### src/rtl/muldiv_unit.sv
// Iterative signed/unsigned multiply/divide unit: radix-2 shift-add multiply,
// restoring divide, start/busy/done handshake and divide-by-zero flag.
module muldiv_unit #(
    parameter int WIDTH = 32
) (
    input  logic             clk,
    input  logic             reset,
    input  logic             start,
    input  logic [1:0]       op,
    input  logic [WIDTH-1:0] a,
    input  logic [WIDTH-1:0] b,
    output logic             busy,
    output logic             done,
    output logic             div_zero,
    output logic [WIDTH-1:0] hi,
    output logic [WIDTH-1:0] lo
);
    localparam int CW = $clog2(WIDTH);

    typedef enum logic [1:0] {IDLE, RUN, FINISH} stateT;

    stateT            state, stateNext;
    logic [CW-1:0]    cnt;
    logic [2*WIDTH-1:0] acc;
    logic [WIDTH-1:0] operand;
    logic             isDiv, negLo, negHi, divZeroPend;

    logic             accept, isSigned, aNeg, bNeg;
    logic [WIDTH-1:0] aMag, bMag;
    logic [WIDTH:0]   mulSum, remShift;
    logic [WIDTH-1:0] remDiff;
    logic             qBit;
    logic [2*WIDTH-1:0] mulNext, divNext, prodFix;
    logic [WIDTH-1:0] quotFix, remFix;

    // A start coinciding with the done pulse is deliberately not accepted.
    assign accept   = start && (state == IDLE) && !done;
    assign isSigned = ~op[0];
    assign aNeg     = isSigned & a[WIDTH-1];
    assign bNeg     = isSigned & b[WIDTH-1];
    assign aMag     = aNeg ? -a : a;
    assign bMag     = bNeg ? -b : b;

    always_comb begin
        mulSum   = {1'b0, acc[2*WIDTH-1:WIDTH]} + (acc[0] ? {1'b0, operand} : '0);
        mulNext  = {mulSum, acc[WIDTH-1:1]};
        // Upper half holds the partial remainder, lower half shifts dividend out / quotient in.
        remShift = {acc[2*WIDTH-1:WIDTH], acc[WIDTH-1]};
        qBit     = (remShift >= {1'b0, operand});
        remDiff  = remShift[WIDTH-1:0] - operand;
        divNext  = {(qBit ? remDiff : remShift[WIDTH-1:0]), acc[WIDTH-2:0], qBit};
        prodFix  = negLo ? -acc : acc;
        quotFix  = negLo ? -acc[WIDTH-1:0] : acc[WIDTH-1:0];
        remFix   = negHi ? -acc[2*WIDTH-1:WIDTH] : acc[2*WIDTH-1:WIDTH];
    end

    always_comb begin
        stateNext = state;
        case (state)
            IDLE:    if (accept) stateNext = (op[1] && b == '0) ? FINISH : RUN;
            RUN:     if (cnt == CW'(WIDTH - 1)) stateNext = FINISH;
            FINISH:  stateNext = IDLE;
            default: stateNext = IDLE;
        endcase
    end

    always_ff @(posedge clk) begin
        if (reset) state <= IDLE;
        else       state <= stateNext;
    end

    always_ff @(posedge clk) begin
        if (reset) begin
            cnt         <= '0;
            acc         <= '0;
            operand     <= '0;
            isDiv       <= 1'b0;
            negLo       <= 1'b0;
            negHi       <= 1'b0;
            divZeroPend <= 1'b0;
            busy        <= 1'b0;
            done        <= 1'b0;
            div_zero    <= 1'b0;
            hi          <= '0;
            lo          <= '0;
        end else begin
            done <= 1'b0;
            case (state)
                IDLE: if (accept) begin
                    isDiv       <= op[1];
                    divZeroPend <= op[1] && (b == '0);
                    operand     <= op[1] ? bMag : aMag;
                    acc         <= {{WIDTH{1'b0}}, (op[1] ? aMag : bMag)};
                    negLo       <= aNeg ^ bNeg;
                    negHi       <= op[1] ? aNeg : (aNeg ^ bNeg);
                    cnt         <= '0;
                    busy        <= 1'b1;
                    div_zero    <= 1'b0;
                end
                RUN: begin
                    acc <= isDiv ? divNext : mulNext;
                    cnt <= cnt + 1'b1;
                end
                FINISH: begin
                    busy <= 1'b0;
                    done <= 1'b1;
                    if (divZeroPend) begin
                        div_zero <= 1'b1;
                    end else if (isDiv) begin
                        hi <= remFix;
                        lo <= quotFix;
                    end else begin
                        {hi, lo} <= prodFix;
                    end
                end
                default: ;
            endcase
        end
    end
endmodule

### config.mk
export PLATFORM = sky130hd
export DESIGN_NAME = muldiv_unit
export DESIGN_NICKNAME = d
export VERILOG_FILES = /design/src/rtl/muldiv_unit.sv
export SDC_FILE = /design/constraint.sdc
export NUM_CORES = 1
export LEC_CHECK = 0
export CAP_MARGIN = 25
export CELL_PAD_IN_SITES_DETAIL_PLACEMENT = 1
export CELL_PAD_IN_SITES_GLOBAL_PLACEMENT = 1
export CORE_ASPECT_RATIO = 2
export CORE_UTILIZATION = 31
export CTS_CLUSTER_SIZE = 10
export DETAILED_ROUTE_END_ITERATION = 7
export MAX_ROUTING_LAYER = met4
export PLACE_DENSITY = 0.67
export SLEW_MARGIN = 15
export SYNTH_ARGS = -nofsm -noshare
export SYNTH_HDL_FRONTEND = slang
export SYNTH_SLANG_ARGS = --single-unit
### constraint.sdc
create_clock -name clk -period 7.35 [get_ports clk]
set_clock_uncertainty 0.15 [all_clocks]
set_input_delay 1.1025 -clock clk [delete_from_list [all_inputs] [get_ports clk]]
set_output_delay 1.1025 -clock clk [all_outputs]
set_load 0.05 [all_outputs]
==> impl_metrics.yaml <==
timing:
  rsz0062_at_grt: "false"
  relSlewSlack: 0.2738
  hold_ws_ps: 304.9
  finalSetupTns_ps: 0
  finalCritPeriodShare: 0.6001
  fin_crit_ps: 4411
  clock.fmax_ghz: 0.2267
  setup_viol: 0
  slew_viol_final: 0
  hold_viol_final: 0
  worst_slew_pin_slew_ps: 1089
setup_path:
  r2r-start: "acc[0]"
  crit_chain: "inv_1 > buf_4 > nor2_1 > ha_1 > a21o_1 > or3_1 > o221a_2 > a21boi_1 > o211ai_1 > a41oi_2 > o21ai_0 > a2111o_1 > a32o_1"
  endpoint: "acc[63]"
  crit_path_start: "acc[0]"
  cp-start-kind: "flip-flop"
  crit_required_ps: 7560
  critical-path-slowest-cell: "dfxtp_1"
  r2r_end: "acc[63]"
  cp-end-kind: "flip-flop"
  rrSetupSlack_ps: 2940
  worstPathArrival_ps: 4620
  max_stage_delay_ps: 550
  worst-path-max-fanout: 30
  crit_type: "reg -> reg"
  reg2regPathDepth: 13
cells_and_area:
  final_common_cell: "nor2_1"
  utilization: 0.3689
  regArea_sq_mm: 0.003485
  multi_input_area_sq_mm: 0.01008
  area_growth_pct: 16.83
  diodes: 0
  final_cell_mix: "nor2_1, nand2_1, a21oi_1"
  layout.nets: 2121
  layout-drive-gt1-share: 0.05319
  fin_cells: 2553
  num-fill-cells: 5578
routing:
  final_antenna_net_count: 0
  first_pass_iters: 4
  top_layer: "met4"
  viasPerCell: 5.789
  wl_met2_um: 34220
  route.met3.wl_um: 1393
  wire_per_inst_um: 24.36
  drc: 0
  drtIter0Drc: 708
  wl_met1_um: 21190
  routed_wl_um: 62190
  num_vias: 14780
logic_synthesis:
  synth_edf_count: 0
  syn_area_sq_mm: 0.01425
  ys_types: 86
  synthCells: 1918
  postSynthAreaPerCell_sq_um: 7.432
  synth_seq_cells: 174
  yosys_warnings: 0
  yosysSeqAreaShare: 0.2444
  synth_ff_type: "dfxtp_1"
  synthArstFlopShare: 0
  syn-num-nets: 2059
clock_tree:
  cts_tree: "built"
  cts-htree-levels: 4
  cts_resized: 0
  clk_path_buf_depth: 2
  clock_sinks: 174
  cts_hold_buf: 0
  numCtsBuffers: 17
  cts_root_buffer: "clkbuf_16"
  worstSkewPairLatency_ps: 460
  postCtsSetupBuffers: 0
  clkTransAtPathRegs_ps: 80
global_route:
  grt_max_degree: 101
  overflow: 0
  grt_pass1_vias: 15650
  grt_pass1_wl_um: 94540
  antenna_found_initial: 0
  grt_usage: 0.2759
power:
  switching_share: 0.3780
  ir_drop_mv: 0.1555
  p_int_mw: 1.797
  p_leak_nw: 6.163
  clkPwrFrac: 0.326
  fin_total_pwr_mw: 2.889
  seqPwrFrac: 0.365
  powerDensity_mw_per_mm2: 173.5
  pwr-share-comb: 0.309
  switchingPower_mw: 1.092
die:
  die_area_sq_mm: 0.04689
  rows: 110
  die_w_um: 153.6
  initial_utilization: 0.3157
  die_h_um: 305.2
  core_sq_mm: 0.04514
  ios: 136
outcome:
  status: "finished, final reports clean"
place:
  place.gp.congestion: 0.9588
  placed_cells: 2521
  dp_hpwl_um: 50230
  io_buffers: 135
hold_path:
  min_path_type: "reg -> reg"
job:
  cap_viol_max_count: 0
power by group through the flow:
stage / Combinational, mW / Sequential [mW] / Clock, mW
floorplan: 0.615 / 1.03 / 0
detailed placement: 0.888 / 1.08 / 0
finish: 0.894 / 1.05 / 0.941
global placement: 0.874 / 1.07 / 0
global route: 0.974 / 1.06 / 0.995
CTS: 0.893 / 1.05 / 0.960
final cells by class:
class                      count  share of cell area
sequential                   174              0.2093
clock buffer                  20             0.02682
multi-input combinational   1560              0.6052
clock inverter                12            0.007514
tap                          560             0.04208
timing repair buffer         169             0.09603
inverter                      58             0.01307
cell families after synthesis:
group	after synthesis	synth area share
XOR/XNOR	170	0.1045
flip-flops	174	0.2444
AND/OR/NAND/NOR	647	0.2189
AO/OA/AOI/OAI	630	0.2883
buffers and inverters	184	0.05082
multiplexers	41	0.02888
adder cells (fa/ha/maj)	72	0.06426
flip-flops by register name (all words and copies together), names as in the netlist, 2 cells and up:
name and cells:
hi 32, lo 32, state 2, acc 64, operand 32, cnt 5
cells in the mapped netlist, types with 16 or more instances:
master | instances | area (sq um)
nor2_1 | 214 | 803.3
nand2_1 | 202 | 758.2
a21oi_1 | 175 | 875.8
dfxtp_1 | 174 | 3483
o21ai_0 | 112 | 560.5
clkbuf_1 | 104 | 390.4
a211oi_1 | 103 | 773.2
xor2_1 | 89 | 779.5
xnor2_1 | 81 | 709.4
ha_1 | 70 | 875.8
inv_1 | 56 | 210.2
o211ai_1 | 42 | 315.3
mux2i_1 | 40 | 400.4
nor3_1 | 40 | 200.2
a21o_1 | 31 | 232.7
o31ai_1 | 29 | 217.7
nand3_1 | 27 | 135.1
nand2b_1 | 22 | 137.6
nor2b_1 | 19 | 118.9
o21a_1 | 18 | 135.1
a31oi_1 | 16 | 100.1
and3_1 | 16 | 100.1
nor4_1 | 16 | 100.1
per-layer routing:
layer | up-vias | global-route usage
met2 | 325 | 0.5261
li1 | 7084 | -
met3 | 169 | 0.02764
met4 | 0 | 0.2156
met5 | - | -
met1 | 7201 | 0.2447
worst min-delay path by stage:
stage / startpoint / endpoint / slack [ps] / cells past startpoint
after CTS: operand[8] / operand[8] / 310 / 2
after global placement: hi[7] / hi[7] / 290 / 2
after floorplan: operand[16] / operand[16] / 280 / 2
after detailed placement: operand[16] / operand[16] / 300 / 2
after global routing: operand[4] / operand[4] / 330 / 2
final: operand[8] / operand[8] / 300 / 2
per-stage QoR:
stage	worst slack, ps	cell area [sq um]
finish	2939	16650
global route	2733	16650
CTS	3066	16650
detailed placement	2645	16080
global placement	2621	16070
floorplan	3811	14250
worst max-delay path, delay by kind of cell, from the launching register on:
family                   cells  cell delay (ps)
adder cells (fa/ha/maj)      1              300
buffers and inverters        2              370
flip-flops                   1              550
AO/OA/AOI/OAI                8             2480
AND/OR/NAND/NOR              2              460
Note: power is estimated with default switching activity, not from simulation.
